$ cat config.mk
export PLATFORM = sky130hd
export DESIGN_NAME = issue_scoreboard_flat
export DESIGN_NICKNAME = d
export VERILOG_FILES = /design/src/rtl/issue_scoreboard_pkg.sv /design/src/rtl/issue_scoreboard_if.sv /design/src/rtl/issue_scoreboard_slot_hazard.sv /design/src/rtl/issue_scoreboard.sv /design/src/flat_wrapper.sv
export SDC_FILE = /design/constraint.sdc
export NUM_CORES = 1
export LEC_CHECK = 0
export CAP_MARGIN = 5
export CORE_ASPECT_RATIO = 1.5
export CORE_UTILIZATION = 59
export DETAILED_ROUTE_END_ITERATION = 8
export PLACE_DENSITY = 0.87
export SYNTH_ARGS = -nofsm -noshare
export SYNTH_HDL_FRONTEND = slang
export SYNTH_SLANG_ARGS = --single-unit
$ cat constraint.sdc
create_clock -name clk -period 5.25 [get_ports clk]
set_input_delay 1.05 -clock clk [delete_from_list [all_inputs] [get_ports clk]]
set_output_delay 1.05 -clock clk [all_outputs]
set_load 0.03 [all_outputs]
$ cat src/rtl/issue_scoreboard_pkg.sv
// Shared types, latencies and opcode decode helpers for the issue scoreboard.
// SCOREBOARD_FWD_EN: ALU-class producers assume an execute->decode bypass (one cycle shorter).
package issue_scoreboard_pkg;

    localparam int LAT_ALU  = 1;
    localparam int LAT_LOAD = 3;
    localparam int LAT_FPU  = 4;
    localparam int LAT_FDIV = 12;
    localparam int LAT_M1   = (LAT_ALU > LAT_LOAD) ? LAT_ALU : LAT_LOAD;
    localparam int LAT_M2   = (LAT_M1 > LAT_FPU) ? LAT_M1 : LAT_FPU;
    localparam int LAT_MAX  = (LAT_M2 > LAT_FDIV) ? LAT_M2 : LAT_FDIV;
    localparam int CNT_W    = $clog2(LAT_MAX + 1);

    // Field layout: op[31:26], rt/s[25:21], ra[20:16], rb[15:11]
    typedef enum logic [5:0] {
        OP_NOP   = 6'd0,  OP_ADDI  = 6'd1,  OP_SUBI  = 6'd2,  OP_ADD   = 6'd3,
        OP_SUB   = 6'd4,  OP_SRAWI = 6'd5,  OP_SLAWI = 6'd6,  OP_LI    = 6'd7,
        OP_LIW   = 6'd8,  OP_BL    = 6'd9,  OP_BLRR  = 6'd10, OP_INLL  = 6'd11,
        OP_LOAD  = 6'd12, OP_STORE = 6'd13, OP_FADD  = 6'd14, OP_FSUB  = 6'd15,
        OP_FMUL  = 6'd16, OP_FDIV  = 6'd17, OP_FSQRT = 6'd18, OP_FTOI  = 6'd19,
        OP_ITOF  = 6'd20, OP_CMPD  = 6'd21, OP_CMPF  = 6'd22, OP_JUMP  = 6'd23,
        OP_BLR   = 6'd24, OP_BEQ   = 6'd25, OP_BLE   = 6'd26, OP_BLT   = 6'd27,
        OP_OUTLL = 6'd28
    } opcode_t;

    typedef enum logic [2:0] {
        LC_NONE = 3'd0, LC_ALU = 3'd1, LC_LOAD = 3'd2, LC_FPU = 3'd3, LC_DIV = 3'd4
    } lat_class_t;

    typedef struct packed {
        logic rd_a;
        logic rd_b;
        logic rd_s;
        logic rd_lr;
    } op_reads_t;

    function automatic lat_class_t op_lat_class(input logic [5:0] op);
        lat_class_t lc;
        case (op)
            OP_ADDI, OP_SUBI, OP_ADD, OP_SUB, OP_SRAWI, OP_SLAWI,
            OP_LI, OP_LIW, OP_BL, OP_BLRR, OP_INLL:         lc = LC_ALU;
            OP_LOAD:                                        lc = LC_LOAD;
            OP_FADD, OP_FSUB, OP_FMUL, OP_FTOI, OP_ITOF:    lc = LC_FPU;
            OP_FDIV, OP_FSQRT:                              lc = LC_DIV;
            default:                                        lc = LC_NONE;
        endcase
        return lc;
    endfunction

    function automatic op_reads_t op_reads(input logic [5:0] op);
        op_reads_t rd;
        rd = '{rd_a: 1'b0, rd_b: 1'b0, rd_s: 1'b0, rd_lr: 1'b0};
        case (op)
            OP_NOP, OP_LI, OP_LIW, OP_JUMP, OP_BL: rd.rd_a = 1'b0;
            OP_ADD, OP_SUB, OP_FADD, OP_FSUB, OP_FMUL, OP_FDIV, OP_FSQRT,
            OP_FTOI, OP_ITOF, OP_CMPD, OP_CMPF: begin
                rd.rd_a = 1'b1;
                rd.rd_b = 1'b1;
            end
            OP_STORE, OP_BLRR, OP_OUTLL: begin
                rd.rd_a = 1'b1;
                rd.rd_s = 1'b1;
            end
            OP_BLR: begin
                rd.rd_a  = 1'b1;
                rd.rd_lr = 1'b1;
            end
            OP_ADDI, OP_SUBI, OP_SRAWI, OP_SLAWI, OP_INLL, OP_LOAD,
            OP_BEQ, OP_BLE, OP_BLT: rd.rd_a = 1'b1;
            default: rd.rd_a = 1'b0;
        endcase
        return rd;
    endfunction

    // Upper ops whose bundle carries no real lower instruction
    function automatic logic op_nulls_lower(input logic [5:0] op);
        logic n;
        case (op)
            OP_LIW, OP_JUMP, OP_BLR, OP_BL, OP_BLRR, OP_BEQ, OP_BLE, OP_BLT: n = 1'b1;
            default: n = 1'b0;
        endcase
        return n;
    endfunction

    function automatic logic [CNT_W-1:0] lat_of(input lat_class_t lc);
        logic [CNT_W-1:0] l;
        case (lc)
`ifdef SCOREBOARD_FWD_EN
            LC_ALU:  l = CNT_W'(LAT_ALU - 1);
`else
            LC_ALU:  l = CNT_W'(LAT_ALU);
`endif
            LC_LOAD: l = CNT_W'(LAT_LOAD);
            LC_FPU:  l = CNT_W'(LAT_FPU);
            LC_DIV:  l = CNT_W'(LAT_FDIV);
            default: l = {CNT_W{1'b0}};
        endcase
        return l;
    endfunction

endpackage

$ cat src/rtl/issue_scoreboard_if.sv
// Decode <-> scoreboard bundle handshake and status signals.
interface issue_scoreboard_if;
    logic        dec_valid;
    logic [63:0] dec_inst;
    logic        squash;
    logic        interlock;
    logic [2:0]  stall_cause;
    logic [31:0] busy_mask;
    logic        div_busy;
    logic        err_bundle;
    logic [31:0] stall_cycles;

    modport master (
        output dec_valid, dec_inst, squash,
        input  interlock, stall_cause, busy_mask, div_busy, err_bundle, stall_cycles
    );
    modport slave (
        input  dec_valid, dec_inst, squash,
        output interlock, stall_cause, busy_mask, div_busy, err_bundle, stall_cycles
    );
endinterface

$ cat src/rtl/issue_scoreboard_slot_hazard.sv
// Per-slot decode of sources/destination/latency and hazard detection against busy registers.
module issue_scoreboard_slot_hazard
    import issue_scoreboard_pkg::*;
(
    input  logic             en,
    input  logic [31:0]      inst,
    input  logic [31:0]      busy_v,
    input  logic             div_busy_v,
    output logic             raw_s,
    output logic             waw_s,
    output logic             strc_s,
    output logic             dest_vld_s,
    output logic [4:0]       dest_s,
    output logic [CNT_W-1:0] lat_s,
    output logic             is_div_s
);
    logic [5:0]  op_s;
    logic [4:0]  rt_s, ra_s, rb_s;
    op_reads_t   rd_s;
    lat_class_t  lc_s;
    logic        unused_s;

    assign op_s     = inst[31:26];
    assign rt_s     = inst[25:21];
    assign ra_s     = inst[20:16];
    assign rb_s     = inst[15:11];
    assign unused_s = ^inst[10:0];
    assign rd_s     = op_reads(op_s);
    assign lc_s     = op_lat_class(op_s);

    assign raw_s = en & ((rd_s.rd_a  & busy_v[ra_s]) |
                         (rd_s.rd_b  & busy_v[rb_s]) |
                         (rd_s.rd_s  & busy_v[rt_s]) |
                         (rd_s.rd_lr & busy_v[31]));

    // Link-writing branches target r31 instead of the rt field
    assign dest_s     = (op_s == OP_BL || op_s == OP_BLRR) ? 5'd31 : rt_s;
    assign dest_vld_s = en & (lc_s != LC_NONE);
    assign waw_s      = dest_vld_s & busy_v[dest_s];
    assign is_div_s   = en & (lc_s == LC_DIV);
    assign strc_s     = is_div_s & div_busy_v;
    assign lat_s      = lat_of(lc_s);

endmodule

$ cat src/rtl/issue_scoreboard.sv
// Dual-slot issue scoreboard: per-GPR countdown counters, divider busy tracking and interlock.
// Build option SCOREBOARD_FWD_EN (see package) shortens ALU-class producer latency by one.
module issue_scoreboard
    import issue_scoreboard_pkg::*;
(
    input  logic clk,
    input  logic rstn,
    issue_scoreboard_if.slave sb
);
    logic [CNT_W-1:0] cnt_r [32];
    logic [CNT_W-1:0] cnt_nxt_s [32];
    logic [CNT_W-1:0] div_cnt_r, div_nxt_s;
    logic [31:0]      busy_mask_r, busy_nxt_s;
    logic             div_busy_r;
    logic             err_bundle_r;
    logic [31:0]      stall_cycles_r;

    logic             up_raw_s, up_waw_s, up_strc_s, up_dvld_s, up_div_s;
    logic             lo_raw_s, lo_waw_s, lo_strc_s, lo_dvld_s, lo_div_s;
    logic [4:0]       up_dest_s, lo_dest_s;
    logic [CNT_W-1:0] up_lat_s, lo_lat_s;
    logic             lo_en_s, illegal_s, issue_s, up_load_s, lo_load_s, div_load_s;
    logic [2:0]       cause_s;

    assign lo_en_s = ~op_nulls_lower(sb.dec_inst[63:58]);

    issue_scoreboard_slot_hazard u_upper (
        .en(1'b1), .inst(sb.dec_inst[63:32]), .busy_v(busy_mask_r), .div_busy_v(div_busy_r),
        .raw_s(up_raw_s), .waw_s(up_waw_s), .strc_s(up_strc_s), .dest_vld_s(up_dvld_s),
        .dest_s(up_dest_s), .lat_s(up_lat_s), .is_div_s(up_div_s)
    );

    issue_scoreboard_slot_hazard u_lower (
        .en(lo_en_s), .inst(sb.dec_inst[31:0]), .busy_v(busy_mask_r), .div_busy_v(div_busy_r),
        .raw_s(lo_raw_s), .waw_s(lo_waw_s), .strc_s(lo_strc_s), .dest_vld_s(lo_dvld_s),
        .dest_s(lo_dest_s), .lat_s(lo_lat_s), .is_div_s(lo_div_s)
    );

    assign cause_s        = {up_strc_s | lo_strc_s, up_waw_s | lo_waw_s, up_raw_s | lo_raw_s};
    assign sb.interlock   = sb.dec_valid & ~sb.squash & (|cause_s);
    assign sb.stall_cause = sb.interlock ? cause_s : 3'b000;

    assign illegal_s  = (up_dvld_s & lo_dvld_s & (up_dest_s == lo_dest_s)) | (up_div_s & lo_div_s);
    assign issue_s    = sb.dec_valid & ~sb.interlock & ~sb.squash;
    assign up_load_s  = issue_s & up_dvld_s;
    assign lo_load_s  = issue_s & lo_dvld_s & ~illegal_s;
    assign div_load_s = issue_s & (up_div_s | (lo_div_s & ~illegal_s));

    // Next counter values: an issue load wins over decrement, upper slot wins over lower
    always_comb begin
        if (div_load_s) begin
            div_nxt_s = CNT_W'(LAT_FDIV);
        end else if (div_cnt_r != {CNT_W{1'b0}}) begin
            div_nxt_s = div_cnt_r - CNT_W'(1);
        end else begin
            div_nxt_s = {CNT_W{1'b0}};
        end
        for (int r = 0; r < 32; r++) begin
            if (up_load_s && up_dest_s == 5'(r)) begin
                cnt_nxt_s[r] = up_lat_s;
            end else if (lo_load_s && lo_dest_s == 5'(r)) begin
                cnt_nxt_s[r] = lo_lat_s;
            end else if (cnt_r[r] != {CNT_W{1'b0}}) begin
                cnt_nxt_s[r] = cnt_r[r] - CNT_W'(1);
            end else begin
                cnt_nxt_s[r] = {CNT_W{1'b0}};
            end
            busy_nxt_s[r] = (cnt_nxt_s[r] != {CNT_W{1'b0}});
        end
    end

    // Counter, status and perf-counter state
    always_ff @(posedge clk or negedge rstn) begin
        if (!rstn) begin
            for (int r = 0; r < 32; r++) begin
                cnt_r[r] <= {CNT_W{1'b0}};
            end
            div_cnt_r      <= {CNT_W{1'b0}};
            busy_mask_r    <= 32'd0;
            div_busy_r     <= 1'b0;
            err_bundle_r   <= 1'b0;
            stall_cycles_r <= 32'd0;
        end else begin
            for (int r = 0; r < 32; r++) begin
                cnt_r[r] <= cnt_nxt_s[r];
            end
            div_cnt_r    <= div_nxt_s;
            busy_mask_r  <= busy_nxt_s;
            div_busy_r   <= (div_nxt_s != {CNT_W{1'b0}});
            err_bundle_r <= err_bundle_r | (issue_s & illegal_s);
            if (sb.dec_valid && sb.interlock) begin
                stall_cycles_r <= stall_cycles_r + 32'd1;
            end else begin
                stall_cycles_r <= stall_cycles_r;
            end
        end
    end

    assign sb.busy_mask    = busy_mask_r;
    assign sb.div_busy     = div_busy_r;
    assign sb.err_bundle   = err_bundle_r;
    assign sb.stall_cycles = stall_cycles_r;

endmodule

$ cat src/flat_wrapper.sv
// flat-port wrapper written by rule: the top's interface ports become plain ports
module issue_scoreboard_flat import issue_scoreboard_pkg::*;
  (clk, rstn, sb_dec_valid, sb_dec_inst, sb_squash, sb_interlock, sb_stall_cause, sb_busy_mask, sb_div_busy, sb_err_bundle, sb_stall_cycles);
  issue_scoreboard_if sb_i ();
  input  logic clk;
  input  logic rstn;
  input wire logic [$bits(sb_i.dec_valid)-1:0] sb_dec_valid;
  input wire logic [$bits(sb_i.dec_inst)-1:0] sb_dec_inst;
  input wire logic [$bits(sb_i.squash)-1:0] sb_squash;
  output wire logic [$bits(sb_i.interlock)-1:0] sb_interlock;
  output wire logic [$bits(sb_i.stall_cause)-1:0] sb_stall_cause;
  output wire logic [$bits(sb_i.busy_mask)-1:0] sb_busy_mask;
  output wire logic [$bits(sb_i.div_busy)-1:0] sb_div_busy;
  output wire logic [$bits(sb_i.err_bundle)-1:0] sb_err_bundle;
  output wire logic [$bits(sb_i.stall_cycles)-1:0] sb_stall_cycles;
  assign sb_i.dec_valid = sb_dec_valid;
  assign sb_i.dec_inst = sb_dec_inst;
  assign sb_i.squash = sb_squash;
  assign sb_interlock = sb_i.interlock;
  assign sb_stall_cause = sb_i.stall_cause;
  assign sb_busy_mask = sb_i.busy_mask;
  assign sb_div_busy = sb_i.div_busy;
  assign sb_err_bundle = sb_i.err_bundle;
  assign sb_stall_cycles = sb_i.stall_cycles;
  issue_scoreboard u_core (.clk(clk), .rstn(rstn), .sb(sb_i));
endmodule
== After elaboration in Yosys (flattened, before gate mapping) ==
Memory sizes are Yosys's and may differ from the RTL's.
Cells that the tools add are included.

* Bits in registers: 198
* Bits in latches: 0
* Bits in writable memories: 0
* ROM bits: 224
* Input bits: 68
* Output and inout port bits: 70
* Logic and storage cells: 521
* Memories kept: 3

{| class="wikitable"
|+ Memory list
! memory !! words !! bits a word !! read ports !! clocked after Yosys merged registers in !! wr ports !! line !! text
|-
| (name not given) || 32 || 3 || 1 || 0 || 0 || issue_scoreboard_pkg.sv:39 || <nowiki>case (op)</nowiki>
|-
| (name not given) || 32 || 3 || 1 || 0 || 0 || issue_scoreboard_pkg.sv:39 ||
|-
| (name not given) || 32 || 1 || 1 || 0 || 0 || issue_scoreboard_pkg.sv:78 || <nowiki>case (op)</nowiki>
|}

* Add/sub/neg operators: 34
* $mul: 0
* Divide/modulo/power cells: 0
* Order comparisons: 8
* Equality and inequality tests: 121
* Shift operators: 0
* Multiplexer cells: 130
* Bitwise logic cells: 44
* Reduce and logical (&&, ||, !) cells: 144

{| class="wikitable"
|+ Operators with widths
! kind !! count
|-
| $mux 4 || 98
|-
| $reduce_bool 4->1 || 66
|-
| $eq 5x5->1 const B || 32
|-
| $eq 6x5->1 const B || 24
|-
| $sub 4x1->4 const B || 33
|-
| $eq 6x4->1 const B || 14
|-
| $eq 5x4->1 const B || 16
|-
| $logic_and 1x1->1 || 65
|-
| $lt 5x6->1 const B || 8
|-
| $reduce_or 24->1 || 2
|-
| $bmux 1 s5 || 8
|-
| $eq 5x3->1 const B || 8
|-
| $eq 6x3->1 const B || 6
|-
| $add 32x1->32 const B || 1
|-
| $pmux 4 s4 || 2
|-
| $and 1x1->1 || 28
|-
| $eq 6x2->1 const B || 4
|-
| $reduce_or 11->1 || 2
|-
| $eq 5x2->1 const B || 4
|-
| $mux 1 || 17
|-
| $eq 3x2->1 const B || 4
|-
| $eq 6x1->1 const B || 2
|-
| $or 1x1->1 || 12
|-
| $eq 5x1->1 const B || 2
|-
| 10 further kinds || 23
|}

== Logic depth before layout (Yosys ltp) ==
* Word-level depth: 20
* Mapped depth: 17
* Gate-level depth less buffers: 13

== By module ==
Synthesis repeated with hierarchy kept, for this count alone.

* Cells, all modules: 1,744
* Area, all modules: 15,278.4 sq um

{| class="wikitable"
|+ Modules (own cells, without submodules)
! module !! instances !! cells each !! area an instance (sq um) !! sequential area each (sq um)
|-
| issue_scoreboard || 1 || 1,414 || 12,381.9 || 4,954.8
|-
| issue_scoreboard_slot_hazard at u_core.u_upper || 1 || 165 || 1,460.2 || 0.0
|-
| issue_scoreboard_slot_hazard at u_core.u_lower || 1 || 165 || 1,436.4 || 0.0
|}

== Least setup slack after synthesis ==
No wires, ideal clock.

* Kind: input port to flip-flop
* Start point: in sb_dec_inst[53]
* End point: reg u_core.busy_mask_r[29], in the netlist u_core.sb.busy_mask[29]
* Library setup time: 139 ps
* Data arrival time: 4,527 ps
* Required time: 5,111 ps
* Slack: 584 ps
* Stages on the path: 14
* Path buffers: 3
* Path through: buf_2 -> buf_2 -> mux4_2 -> nor3_1 -> nor3_1 -> o221ai_1 -> a21oi_1 -> or3_4 -> nor4_4 -> buf_6 -> nand3_2 -> mux2i_1 -> mux2_2 -> or4_1

{| class="wikitable"
|+ RTL lines
! what !! line !! text
|-
| start: declaration || flat_wrapper.sv:8 || <nowiki>input wire logic [$bits(sb_i.dec_inst)-1:0] sb_dec_inst;</nowiki>
|-
| end signal: assignment || issue_scoreboard.sv:88 || <nowiki>busy_mask_r <= busy_nxt_s;</nowiki>
|-
| end: declaration || issue_scoreboard.sv:13 || <nowiki>logic [31:0] busy_mask_r, busy_nxt_s;</nowiki>
|}

==> flow_metrics.tcl <==
set metrics [dict create \
    insertion_delay_ps 460 \
    synth_flop_cell "dfrtp_1" \
    h-tree-depth 4 \
    fp.dieH_um 190 \
    leakage_nw 7.91 \
    dieWidth_um 128 \
    place_congestion 1.01 \
    syn_inst 1623 \
    hpwl_um 34100 \
    rsz0062_at_grt "no" \
    synthTopCellsByArea "dfrtp_1, mux2i_1, nor2_1" \
    drtIter0Drc 1754 \
    fp-row-count 68 \
    grt_pass1_vias 14300 \
    p_per_area_nw_per_um2 211 \
    critPathLaunchType "input port" \
    fin_nets 1900 \
    syn_area_um2 14000 \
    fin_crit_sh_pct 97.2 \
    timing_hold_violations_final 0 \
    ys_top_cells_by_count "dfrtp_1, nor2_1, nand2_1, mux2i_1, o21ai_0" \
    drv_cap 0 \
    irDropWorstVdd_v 0.000269 \
    antenna_found_initial 2 \
    yosysWarnings 0 \
    ant_nets 0 \
    die-area_um2 24300 \
    ys_seq_elements 198 \
    rr_worst_depth 14 \
    post-route-min-period_ps 5100 \
    r2r-start "u_core.sb.busy_mask[14]" \
    dr.pass1.iters 6 \
    synth_top_area_share_pct 35.5 \
    grt_pass1_wl_um 74600 \
    status "finished, final reports clean" \
    skew_ps 17.8 \
    yosysMostFrequentCell "dfrtp_1" \
    worst_hold_slack_ps 470 \
    grt_usage_pct 40.3 \
    synth-async-reset-ratio_pct 100 \
    hp-start "u_core.div_cnt_r[0]" \
    worstHoldEndpoint "u_core.div_cnt_r[0]" \
    fill_cells 1696 \
    final_layout_size_suffix_gt1_share_pct 15.3 \
    drc 0 \
    cpMostUsedCell "buf_4" \
    path_max_fanout 5 \
    ios 138 \
    cts_tree "built" \
    crit_chain "clkdlybuf4s50_1 > mux4_2 > mux4_2 > and4_1 > a41oi_2 > a41oi_2 > buf_4 > buf_4 > nor4_2 > buf_4 > nand3_1 > buf_4 > nor2_1 > a21oi_1 > or4_1" \
    num_vias 14800 \
    cts.clk_slew.worst_paths_ps 80 \
    slowest_delay_ps 640 \
    regArea_um2 4950 \
    grt_max_degree 100 \
    slew_headroom_pct 42.6 \
    setup.worst_path.end_class "register" \
    wire_per_inst_um 22.4 \
    final_max_slew_viol_count 0 \
    worst_slew_pin_slew_ps 854 \
    stdcell_count 2148 \
    cts_hold_buf 0 \
    overflow 0 \
    clockRootBuffer "clkbuf_16" \
    r2r_setup_slack_ps 760 \
    avgSynthCellArea_um2 8.61 \
    setup_viol 0 \
    synth_edf_count 0 \
    cts.path.max_buffers 2 \
    min_path_type "reg -> reg" \
    numCtsBuffers 17 \
    worstHoldPathCells 1 \
    reg2reg_to "u_core.sb.busy_mask[15]" \
    worstPathArrival_ps 5420 \
    crit_required_ps 5570 \
    seq_area_frac_synth_pct 35.5 \
    yosysTopAreaCell "dfrtp_1" \
    cts.sinks 198 \
    port_buffers 115 \
    initial_core_util_pct 60.4 \
    synthesis.nets 1704 \
    slowest_stage "clkdlybuf4s50_1" \
    dp_cells 2114 \
    syn_to_final_growth_pct 21.0 \
    vias_per_cell 6.88 \
    multi_input_area_um2 8590 \
    ys_types 84 \
    fmax_mhz 196 \
    critPathKind "in -> reg" \
    fin_tns_setup_ps 0 \
    core-area_um2 23100 \
    wl_um 48100 \
]
-- stage by stage --
stage	util (%)	setup slack, ps	cell area (um2)	power, mW
6_report	73.0	147	16900	3.57
5_1_grt	73.0	36.3	16900	3.68
4_1_cts	72.9	121	16900	3.56
3_5_place_dp	70.4	-207	16300	2.29
3_3_place_gp	70.4	-86.1	16300	2.28
2_1_floorplan	-	584	14000	2.00
-- logic make-up (layout without fill, tap and decap cells) --
logic type / after synthesis / count (layout) / synth area share, %
XOR/XNOR: 36 / 36 / 2.26
AND/OR/NAND/NOR: 720 / 720 / 26.7
flip-flops: 198 / 198 / 35.5
other: 0 / 1 / 0
buffers and inverters: 111 / 320 / 3.35
multiplexers: 150 / 150 / 12.7
adder cells (fa/ha/maj): 13 / 13 / 1.16
AO/OA/AOI/OAI: 395 / 395 / 18.4
-- critical path, delay by kind of cell --
kind	cells	cell delay (ps)
and+or+nand+nor	5	1430
buffers and inverters	5	1430
muxes	2	1060
AOI/OAI and AO/OA	3	460
-- final cells by class --
class	instances	share of cell area [%]
Sequential cell	198	29.3
Clock inverter	14	0.785
Inverter	28	0.622
Timing Repair Buffer	260	13.5
Clock buffer	18	2.54
Antenna cell	1	0.0148
Multi-Input combinational cell	1314	50.9
Tap cell	315	2.33
-- worst max-delay path by stage --
stage               slack, ps       startpoint                       to
floorplan                 580  sb_dec_inst[53]  u_core.sb.busy_mask[29]
global placement          -90  sb_dec_inst[21]  u_core.sb.busy_mask[19]
detailed placement       -210  sb_dec_inst[21]  u_core.sb.busy_mask[15]
CTS                       120  sb_dec_inst[45]             sb_interlock
global route               40  sb_dec_inst[21]  u_core.sb.busy_mask[15]
finish                    150  sb_dec_inst[21]  u_core.sb.busy_mask[15]
-- report_power, final --
group          switching [mW]  internal, mW
Combinational           0.391         0.266
Clock                   0.650         0.629
Sequential             0.0675          1.57
-- metal layers --
metal / vias to the layer above / wire [um] / global-route usage (%)
li1: 6474 / - / -
met2: 1059 / 22500 / 65.3
met1: 6890 / 16200 / 43.2
met3: 344 / 5100 / 11.8
met5: - / 10 / 0
met4: 2 / 4360 / 33.6
-- registers in the layout, indices dropped and copies added, names as in the netlist --
signal,flops
u_core.sb.err_bundle,1
u_core.sb.busy_mask,32
u_core.div_cnt_r,4
u_core.sb.div_busy,1
u_core.sb.stall_cycles,32
u_core.cnt_r,128
-- timing repair --
item,in CTS,in global routing
resized for setup,0,8
pin swaps,1,0
buffers inserted,1,0
setup endpoints to repair,2,2
-- layout by cell type, fill, tap and decap left out, types with 20 or more instances in the layout --
master	synthesis	layout
o21ai_0	95	93
mux2_2	21	21
or4b_2	20	20
a21oi_1	94	93
a22oi_1	20	20
o211ai_1	22	22
nand3_1	94	93
nand4_1	21	21
buf_4	3	145
xor2_1	20	20
mux2i_1	109	109
nand2_1	134	134
nor2_1	177	175
dfrtp_1	198	198
nor3_1	91	90
clkdlybuf4s50_1	0	110
inv_1	28	28
and3_1	22	22
mux4_2	20	20
nor2b_1	26	26
Note: power is estimated with default switching activity, not from simulation.
